--- src/rtl/wb_ram_arbiter_if.sv ---
// Bus bundle between the three Wishbone masters, the arbiter and the shared RAM.
// Valid/ready: a master holds cyc and its request fields stable until it sees its ack (or aborts by dropping cyc).
interface wb_ram_arbiter_if;
    logic [31:0] i_wb_ibus_adr;
    logic        i_wb_ibus_cyc;
    logic [31:0] o_wb_ibus_rdt;
    logic        o_wb_ibus_ack;

    logic [31:0] i_wb_dbus_adr;
    logic [31:0] i_wb_dbus_dat;
    logic [3:0]  i_wb_dbus_sel;
    logic        i_wb_dbus_we;
    logic        i_wb_dbus_cyc;
    logic [31:0] o_wb_dbus_rdt;
    logic        o_wb_dbus_ack;

    logic [31:0] i_wb_dm_adr;
    logic [31:0] i_wb_dm_dat;
    logic [3:0]  i_wb_dm_sel;
    logic        i_wb_dm_we;
    logic        i_wb_dm_cyc;
    logic [31:0] o_wb_dm_rdt;
    logic        o_wb_dm_ack;

    logic [31:0] o_wb_mem_adr;
    logic [31:0] o_wb_mem_dat;
    logic [3:0]  o_wb_mem_sel;
    logic        o_wb_mem_we;
    logic        o_wb_mem_cyc;
    logic [31:0] i_wb_mem_rdt;
    logic        i_wb_mem_ack;

    // Arbiter view: slave to the CPU/debug masters, master towards the RAM.
    modport slave (
        input  i_wb_ibus_adr, i_wb_ibus_cyc,
        output o_wb_ibus_rdt, o_wb_ibus_ack,
        input  i_wb_dbus_adr, i_wb_dbus_dat, i_wb_dbus_sel, i_wb_dbus_we, i_wb_dbus_cyc,
        output o_wb_dbus_rdt, o_wb_dbus_ack,
        input  i_wb_dm_adr, i_wb_dm_dat, i_wb_dm_sel, i_wb_dm_we, i_wb_dm_cyc,
        output o_wb_dm_rdt, o_wb_dm_ack,
        output o_wb_mem_adr, o_wb_mem_dat, o_wb_mem_sel, o_wb_mem_we, o_wb_mem_cyc,
        input  i_wb_mem_rdt, i_wb_mem_ack
    );

    // Environment view: drives master requests and the RAM response.
    modport master (
        output i_wb_ibus_adr, i_wb_ibus_cyc,
        input  o_wb_ibus_rdt, o_wb_ibus_ack,
        output i_wb_dbus_adr, i_wb_dbus_dat, i_wb_dbus_sel, i_wb_dbus_we, i_wb_dbus_cyc,
        input  o_wb_dbus_rdt, o_wb_dbus_ack,
        output i_wb_dm_adr, i_wb_dm_dat, i_wb_dm_sel, i_wb_dm_we, i_wb_dm_cyc,
        input  o_wb_dm_rdt, o_wb_dm_ack,
        input  o_wb_mem_adr, o_wb_mem_dat, o_wb_mem_sel, o_wb_mem_we, o_wb_mem_cyc,
        output i_wb_mem_rdt, i_wb_mem_ack
    );
endinterface

--- src/rtl/wb_ram_arbiter.sv ---
// Three-master (ibus, dbus, debug module) arbiter onto one Wishbone RAM port, IDLE/BUSY FSM.
// Optional access timeout with forced error acknowledge is enabled by defining WB_ARB_TIMEOUT_EN.
module wb_ram_arbiter #(
    parameter int unsigned TIMEOUT  = 255,
    parameter logic [31:0] ERR_DATA = 32'hDEAD_BEEF
) (
    input  logic            i_clk,
    input  logic            i_rst,
    wb_ram_arbiter_if.slave bus,
    input  logic            i_err_clr,
    output logic [1:0]      o_grant,
    output logic            o_timeout_err,
    output logic            o_state_dbg
);
    localparam logic [0:0] IDLE = 1'b0;
    localparam logic [0:0] BUSY = 1'b1;

    localparam logic [1:0] G_NONE = 2'd0;
    localparam logic [1:0] G_IBUS = 2'd1;
    localparam logic [1:0] G_DBUS = 2'd2;
    localparam logic [1:0] G_DM   = 2'd3;

    localparam logic [15:0] TIMEOUT_W = 16'(TIMEOUT);

    logic [0:0]  r_state;
    logic [1:0]  r_grant;
    logic        r_last_dbus;

    logic        w_busy;
    logic [1:0]  w_winner;
    logic        w_gnt_cyc;
    logic [31:0] w_adr;
    logic [31:0] w_dat;
    logic [3:0]  w_sel;
    logic        w_we;
    logic        w_slv_ack;
    logic        w_timeout;
    logic        w_mst_ack;
    logic [31:0] w_mst_rdt;
    logic        w_done;

    // Reset gates every combinational output so nothing leaks in the reset cycle.
    assign w_busy = (r_state == BUSY) && !i_rst;

    always_comb begin
        w_winner = G_NONE;
        if (bus.i_wb_dm_cyc)
            w_winner = G_DM;
        else if (bus.i_wb_ibus_cyc && bus.i_wb_dbus_cyc)
            w_winner = r_last_dbus ? G_IBUS : G_DBUS;
        else if (bus.i_wb_ibus_cyc)
            w_winner = G_IBUS;
        else if (bus.i_wb_dbus_cyc)
            w_winner = G_DBUS;
    end

    always_comb begin
        w_gnt_cyc = 1'b0;
        w_adr     = 32'd0;
        w_dat     = 32'd0;
        w_sel     = 4'd0;
        w_we      = 1'b0;
        if (w_busy) begin
            case (r_grant)
                G_IBUS: begin
                    w_gnt_cyc = bus.i_wb_ibus_cyc;
                    w_adr     = bus.i_wb_ibus_adr;
                    w_sel     = 4'hF;
                end
                G_DBUS: begin
                    w_gnt_cyc = bus.i_wb_dbus_cyc;
                    w_adr     = bus.i_wb_dbus_adr;
                    w_dat     = bus.i_wb_dbus_dat;
                    w_sel     = bus.i_wb_dbus_sel;
                    w_we      = bus.i_wb_dbus_we;
                end
                G_DM: begin
                    w_gnt_cyc = bus.i_wb_dm_cyc;
                    w_adr     = bus.i_wb_dm_adr;
                    w_dat     = bus.i_wb_dm_dat;
                    w_sel     = bus.i_wb_dm_sel;
                    w_we      = bus.i_wb_dm_we;
                end
                default: ;
            endcase
        end
    end

    assign w_slv_ack = w_gnt_cyc && bus.i_wb_mem_ack;

`ifdef WB_ARB_TIMEOUT_EN
    logic [15:0] r_wait_cnt;
    logic        r_timeout_err;

    // A slave ack in the same cycle as the limit wins over the timeout.
    assign w_timeout = w_gnt_cyc && !bus.i_wb_mem_ack && (r_wait_cnt == TIMEOUT_W);

    always_ff @(posedge i_clk) begin
        if (i_rst) begin
            r_wait_cnt    <= 16'd0;
            r_timeout_err <= 1'b0;
        end else begin
            if (r_state == IDLE)
                r_wait_cnt <= 16'd0;
            else if (!bus.i_wb_mem_ack && (r_wait_cnt != 16'hFFFF))
                r_wait_cnt <= r_wait_cnt + 16'd1;
            if (w_timeout)
                r_timeout_err <= 1'b1;
            else if (i_err_clr)
                r_timeout_err <= 1'b0;
        end
    end

    assign o_timeout_err = r_timeout_err;
`else
    logic w_unused;
    assign w_unused      = ^{i_err_clr, TIMEOUT_W};
    assign w_timeout     = 1'b0;
    assign o_timeout_err = 1'b0;
`endif

    assign w_mst_ack = w_slv_ack || w_timeout;
    assign w_mst_rdt = w_timeout ? ERR_DATA : bus.i_wb_mem_rdt;
    assign w_done    = w_mst_ack || !w_gnt_cyc;

    always_ff @(posedge i_clk) begin
        if (i_rst) begin
            r_state     <= IDLE;
            r_grant     <= G_NONE;
            r_last_dbus <= 1'b1;
        end else begin
            case (r_state)
                IDLE: begin
                    r_grant <= w_winner;
                    if (w_winner != G_NONE)
                        r_state <= BUSY;
                end
                BUSY: begin
                    if (w_done) begin
                        r_state <= IDLE;
                        r_grant <= G_NONE;
                        // Aborts leave the fairness bit alone; only acked ibus/dbus cycles count.
                        if (w_mst_ack && (r_grant == G_IBUS))
                            r_last_dbus <= 1'b0;
                        else if (w_mst_ack && (r_grant == G_DBUS))
                            r_last_dbus <= 1'b1;
                    end
                end
                default: begin
                    r_state <= IDLE;
                    r_grant <= G_NONE;
                end
            endcase
        end
    end

    assign bus.o_wb_mem_adr = w_adr;
    assign bus.o_wb_mem_dat = w_dat;
    assign bus.o_wb_mem_sel = w_sel;
    assign bus.o_wb_mem_we  = w_we;
    assign bus.o_wb_mem_cyc = w_gnt_cyc && !w_timeout;

    assign bus.o_wb_ibus_ack = w_mst_ack && (r_grant == G_IBUS);
    assign bus.o_wb_dbus_ack = w_mst_ack && (r_grant == G_DBUS);
    assign bus.o_wb_dm_ack   = w_mst_ack && (r_grant == G_DM);

    assign bus.o_wb_ibus_rdt = (w_busy && (r_grant == G_IBUS)) ? w_mst_rdt : 32'd0;
    assign bus.o_wb_dbus_rdt = (w_busy && (r_grant == G_DBUS)) ? w_mst_rdt : 32'd0;
    assign bus.o_wb_dm_rdt   = (w_busy && (r_grant == G_DM))   ? w_mst_rdt : 32'd0;

    assign o_grant     = r_grant;
    assign o_state_dbg = r_state;
endmodule

--- src/flat_wrapper.sv ---
// flat-port wrapper written by rule: the top's interface ports become plain ports
module wb_ram_arbiter_flat 
#(
    parameter int unsigned TIMEOUT  = 255,
    parameter logic [31:0] ERR_DATA = 32'hDEAD_BEEF
)
  (i_clk, i_rst, i_err_clr, o_grant, o_timeout_err, o_state_dbg, bus_i_wb_ibus_adr, bus_i_wb_ibus_cyc, bus_o_wb_ibus_rdt, bus_o_wb_ibus_ack, bus_i_wb_dbus_adr, bus_i_wb_dbus_dat, bus_i_wb_dbus_sel, bus_i_wb_dbus_we, bus_i_wb_dbus_cyc, bus_o_wb_dbus_rdt, bus_o_wb_dbus_ack, bus_i_wb_dm_adr, bus_i_wb_dm_dat, bus_i_wb_dm_sel, bus_i_wb_dm_we, bus_i_wb_dm_cyc, bus_o_wb_dm_rdt, bus_o_wb_dm_ack, bus_o_wb_mem_adr, bus_o_wb_mem_dat, bus_o_wb_mem_sel, bus_o_wb_mem_we, bus_o_wb_mem_cyc, bus_i_wb_mem_rdt, bus_i_wb_mem_ack);
  wb_ram_arbiter_if bus_i ();
  input  logic i_clk;
  input  logic i_rst;
  input  logic i_err_clr;
  output logic [1:0] o_grant;
  output logic o_timeout_err;
  output logic o_state_dbg;
  input wire logic [$bits(bus_i.i_wb_ibus_adr)-1:0] bus_i_wb_ibus_adr;
  input wire logic [$bits(bus_i.i_wb_ibus_cyc)-1:0] bus_i_wb_ibus_cyc;
  output wire logic [$bits(bus_i.o_wb_ibus_rdt)-1:0] bus_o_wb_ibus_rdt;
  output wire logic [$bits(bus_i.o_wb_ibus_ack)-1:0] bus_o_wb_ibus_ack;
  input wire logic [$bits(bus_i.i_wb_dbus_adr)-1:0] bus_i_wb_dbus_adr;
  input wire logic [$bits(bus_i.i_wb_dbus_dat)-1:0] bus_i_wb_dbus_dat;
  input wire logic [$bits(bus_i.i_wb_dbus_sel)-1:0] bus_i_wb_dbus_sel;
  input wire logic [$bits(bus_i.i_wb_dbus_we)-1:0] bus_i_wb_dbus_we;
  input wire logic [$bits(bus_i.i_wb_dbus_cyc)-1:0] bus_i_wb_dbus_cyc;
  output wire logic [$bits(bus_i.o_wb_dbus_rdt)-1:0] bus_o_wb_dbus_rdt;
  output wire logic [$bits(bus_i.o_wb_dbus_ack)-1:0] bus_o_wb_dbus_ack;
  input wire logic [$bits(bus_i.i_wb_dm_adr)-1:0] bus_i_wb_dm_adr;
  input wire logic [$bits(bus_i.i_wb_dm_dat)-1:0] bus_i_wb_dm_dat;
  input wire logic [$bits(bus_i.i_wb_dm_sel)-1:0] bus_i_wb_dm_sel;
  input wire logic [$bits(bus_i.i_wb_dm_we)-1:0] bus_i_wb_dm_we;
  input wire logic [$bits(bus_i.i_wb_dm_cyc)-1:0] bus_i_wb_dm_cyc;
  output wire logic [$bits(bus_i.o_wb_dm_rdt)-1:0] bus_o_wb_dm_rdt;
  output wire logic [$bits(bus_i.o_wb_dm_ack)-1:0] bus_o_wb_dm_ack;
  output wire logic [$bits(bus_i.o_wb_mem_adr)-1:0] bus_o_wb_mem_adr;
  output wire logic [$bits(bus_i.o_wb_mem_dat)-1:0] bus_o_wb_mem_dat;
  output wire logic [$bits(bus_i.o_wb_mem_sel)-1:0] bus_o_wb_mem_sel;
  output wire logic [$bits(bus_i.o_wb_mem_we)-1:0] bus_o_wb_mem_we;
  output wire logic [$bits(bus_i.o_wb_mem_cyc)-1:0] bus_o_wb_mem_cyc;
  input wire logic [$bits(bus_i.i_wb_mem_rdt)-1:0] bus_i_wb_mem_rdt;
  input wire logic [$bits(bus_i.i_wb_mem_ack)-1:0] bus_i_wb_mem_ack;
  assign bus_i.i_wb_ibus_adr = bus_i_wb_ibus_adr;
  assign bus_i.i_wb_ibus_cyc = bus_i_wb_ibus_cyc;
  assign bus_o_wb_ibus_rdt = bus_i.o_wb_ibus_rdt;
  assign bus_o_wb_ibus_ack = bus_i.o_wb_ibus_ack;
  assign bus_i.i_wb_dbus_adr = bus_i_wb_dbus_adr;
  assign bus_i.i_wb_dbus_dat = bus_i_wb_dbus_dat;
  assign bus_i.i_wb_dbus_sel = bus_i_wb_dbus_sel;
  assign bus_i.i_wb_dbus_we = bus_i_wb_dbus_we;
  assign bus_i.i_wb_dbus_cyc = bus_i_wb_dbus_cyc;
  assign bus_o_wb_dbus_rdt = bus_i.o_wb_dbus_rdt;
  assign bus_o_wb_dbus_ack = bus_i.o_wb_dbus_ack;
  assign bus_i.i_wb_dm_adr = bus_i_wb_dm_adr;
  assign bus_i.i_wb_dm_dat = bus_i_wb_dm_dat;
  assign bus_i.i_wb_dm_sel = bus_i_wb_dm_sel;
  assign bus_i.i_wb_dm_we = bus_i_wb_dm_we;
  assign bus_i.i_wb_dm_cyc = bus_i_wb_dm_cyc;
  assign bus_o_wb_dm_rdt = bus_i.o_wb_dm_rdt;
  assign bus_o_wb_dm_ack = bus_i.o_wb_dm_ack;
  assign bus_o_wb_mem_adr = bus_i.o_wb_mem_adr;
  assign bus_o_wb_mem_dat = bus_i.o_wb_mem_dat;
  assign bus_o_wb_mem_sel = bus_i.o_wb_mem_sel;
  assign bus_o_wb_mem_we = bus_i.o_wb_mem_we;
  assign bus_o_wb_mem_cyc = bus_i.o_wb_mem_cyc;
  assign bus_i.i_wb_mem_rdt = bus_i_wb_mem_rdt;
  assign bus_i.i_wb_mem_ack = bus_i_wb_mem_ack;
  wb_ram_arbiter #(.TIMEOUT(TIMEOUT), .ERR_DATA(ERR_DATA)) u_core (.i_clk(i_clk), .i_rst(i_rst), .bus(bus_i), .i_err_clr(i_err_clr), .o_grant(o_grant), .o_timeout_err(o_timeout_err), .o_state_dbg(o_state_dbg));
endmodule
--- config.mk ---
export PLATFORM = sky130hd
export DESIGN_NAME = wb_ram_arbiter_flat
export DESIGN_NICKNAME = d
export VERILOG_FILES = /design/src/rtl/wb_ram_arbiter_if.sv /design/src/rtl/wb_ram_arbiter.sv /design/src/flat_wrapper.sv
export SDC_FILE = /design/constraint.sdc
export NUM_CORES = 1
export LEC_CHECK = 0
export BUFFER_PORTS_ARGS = -buffer_cell sky130_fd_sc_hd__buf_2
export CAP_MARGIN = 20
export CORE_AREA = 2 2 148 150
export CTS_CLUSTER_DIAMETER = 150
export DETAILED_ROUTE_END_ITERATION = 8
export DIE_AREA = 0 0 150 152
export PLACE_DENSITY = 0.41
export SLEW_MARGIN = 5
export SYNTH_ARGS = -nofsm -noshare
export SYNTH_HDL_FRONTEND = slang
export SYNTH_SLANG_ARGS = --single-unit
--- constraint.sdc ---
create_clock -name i_clk -period 1.7 [get_ports i_clk]
set_input_delay 0.085 -clock i_clk [delete_from_list [all_inputs] [get_ports i_clk]]
set_output_delay 0.085 -clock i_clk [all_outputs]
set_load 0.1 [all_outputs]
==> flow_summary.yaml <==
worst_setup_path:
  worstRegToRegCells: 6
  reg2reg_to: "u_core.r_last_dbus$_SDFFE_PP1P_"
  crit_fanout: 17
  reg2reg_from: "u_core.o_grant[0]$_SDFFE_PP0P_"
  cp_slowest_cell: "and4bb_4"
  crit_chain: "buf_2, and4bb_4, buf_12, and3_4, buf_12"
  worstSetupPathType: "reg2out"
  arrival_ns: 1.66
  critPathMostFrequentCell: "buf_12"
  worstPathRequired_ns: 1.62
  endpoint_kind: "output pin"
  slowest_delay_ns: 0.39
  cp-start-kind: "register"
  reg2reg_slack_ns: 0.21
logic_synthesis:
  yosys_register_bits: 4
  synth_seq_area_share: 0.02993
  synth_area_leaders: "and2_1, mux2_4, mux2i_1"
  synth_top_flop_cell: "dfxtp_1"
  synth_top_area_cell: "and2_1"
  ys_warn_count: 0
  netlist_area_mm2: 0.002675
  async_flop_share: 0
  avgSynthCellArea_um2: 8.033
  syn_inst: 333
  synthesis.nets: 542
  synth-edff-count: 0
  ys_types: 35
  yosysTopAreaCellShare: 0.2245
floorplan:
  num_rows: 54
  die_area_mm2: 0.02280
  coreArea_mm2: 0.02135
  initial_core_util: 0.1253
  die_h_um: 152
  ios: 382
  die_width_um: 150
global_route:
  grt_pass1_vias: 4162
  grt.overflow.total: 0
  grt_max_degree: 35
  antenna_found_initial: 0
  grtUsageTotal: 0.1310
  grt_pass1_wl_um: 23620
placed_design:
  dpl.hpwl_um: 13080
  port_buffers: 379
  place_ws_ns: 0.09196
  gp_congestion: 0.7355
final_layout:
  mostFrequentLayoutCells: "buf_2, buf_12, and2_4"
  syn_to_final_growth_pct: 226.1
  mostFrequentLayoutCell: "buf_2"
  fin_nets: 931
  antenna_cells_inserted: 0
  drive_above_1_share: 0.9279
timing:
  rsz0062_at_grt: "true"
  whs_ns: 0.1576
  fin_crit_sh: 1.028
  max_freq_mhz: 572.4
  setup_ws_ns: -0.04700
  tns_ns: -1.194
  finalSetupViolations: 73
  fin_skew_ns: 0.002094
  hold_viol: 0
  layout_min_cycle_time_ns: 1.747
  slew_viol_final: 0
cts:
  numCtsBuffers: 3
  root_buffer: "clkbuf_16"
  insertion_delay_ns: 0.23
  clock_sinks: 4
  h-tree-depth: 1
  clk_pin_slew_ns: 0.03
  clk_path_buf_depth: 2
  hold_buffers: 0
  cts_tree: "done"
worst_hold_path:
  min_path_cells: 2
  whs_endpoint: "u_core.o_grant[1]$_SDFFE_PP0P_"
  hold_class: "in2reg"
  hold_start: "i_rst"
detailed_routing:
  first_pass_iters: 3
  via_per_inst: 3.933
  antenna_left: 0
  vias: 3937
  wire_per_inst_um: 16.35
  wl_um: 16370
  drt_iter0_drc: 90
  drc: 0
pwr:
  ir_worst_vdd_v: 0.0002338
  leakage_nw: 3.649
  p_total_w: 0.002511
  power.density_mw_per_mm2: 287.8
outcome:
  violations: "setup timing"
  status: "complete, but fails checks"
run:
  max-cap-violations: 0
-- kinds of logic after synthesis --
| kind of cell | count (synthesis) | share of synthesized area |
|---|---|---|
| buffers and inverters | 35 | 0.1127 |
| DFF | 4 | 0.02994 |
| muxes | 70 | 0.3167 |
| and+or+nand+nor | 178 | 0.3611 |
| other | 1 | 0.001402 |
| AOI/OAI and AO/OA | 45 | 0.1782 |
-- area by class of cell --
cell class | instances | area (µm²)
Clock buffer | 4 | 78.83
Fill cell | 2086 | 12630
Inverter | 1 | 3.754
Multi-Input combinational cell | 294 | 3148
Sequential cell | 4 | 91.34
Tap cell | 280 | 350.3
Timing Repair Buffer | 418 | 5052
-- cell usage after synthesis, types with 2 or more instances --
cell type and number:
mux2_4 28, and2_1 96, buf_6 4, a211oi_1 2
buf_8 4, and3_1 2, mux2_2 5, dfxtp_1 4
buf_2 10, mux2i_1 37, o31ai_1 2, buf_4 8
a22oi_1 4, a21oi_1 4, clkbuf_1 2, nand2_1 3
a22oi_2 28, clkbuf_2 3, buf_12 3, nor2_1 69
-- worst max-delay path: cells and delay by family (launching register included) --
kind | cells | cell delay [ns]
and+or+nand+nor | 2 | 0.59
buffers and inverters | 3 | 0.49
DFF | 1 | 0.34
-- registers in the layout (all words and copies together) (netlist names) --
signal / flops
u_core.o_grant: 2
u_core.o_state_dbg: 1
u_core.r_last_dbus: 1
-- routing by layer --
| metal | up-vias | part of all wire | track usage |
|---|---|---|---|
| li1 | 1914 | - | - |
| met1 | 1820 | 0.34 | 0.1332 |
| met2 | 197 | 0.56 | 0.2624 |
| met3 | 6 | 0.10 | 0.04264 |
| met4 | 0 | 0.0054 | 0.01303 |
| met5 | - | 0 | 0 |
-- report_power, final --
part           switching (W)  total, W  internal, W
Clock              0.0000690  0.000379     0.000310
Sequential         0.0000177  0.000120     0.000102
Combinational        0.00114   0.00201     0.000871
-- per-stage QoR --
stage	area (µm²)	instances	utilization
2_1_floorplan	3550	333	-
3_3_place_gp	8318	978	0.3896
3_5_place_dp	8318	978	0.3896
4_1_cts	8615	996	0.4035
5_1_grt	8725	1001	0.4086
6_report	8725	1001	0.4086
-- repair_timing --
action                                  CTS  global route
gates resized for setup                  18             5
gates cloned                              2             4
endpoints found under the setup margin   92           139
setup buffers                            13             1
pin swaps                                22             4
-- how the worst max path moves through the flow --
stage                                        start              endpoint  slack (ns)  cells past startpoint
floorplan            u_core.o_state_dbg$_SDFF_PP0_  bus_o_wb_mem_adr[11]       -0.14                      4
detailed placement  u_core.o_grant[0]$_SDFFE_PP0P_  bus_o_wb_mem_adr[31]        0.09                      5
finish              u_core.o_grant[0]$_SDFFE_PP0P_     bus_o_wb_dbus_ack       -0.05                      5
global placement    u_core.o_grant[0]$_SDFFE_PP0P_   bus_o_wb_mem_adr[0]         0.1                      5
CTS                 u_core.o_grant[0]$_SDFFE_PP0P_  bus_o_wb_mem_adr[12]       -0.06                      6
global route        u_core.o_grant[0]$_SDFFE_PP0P_     bus_o_wb_dbus_ack       -0.10                      5
(Power assumes the default switching activity.)
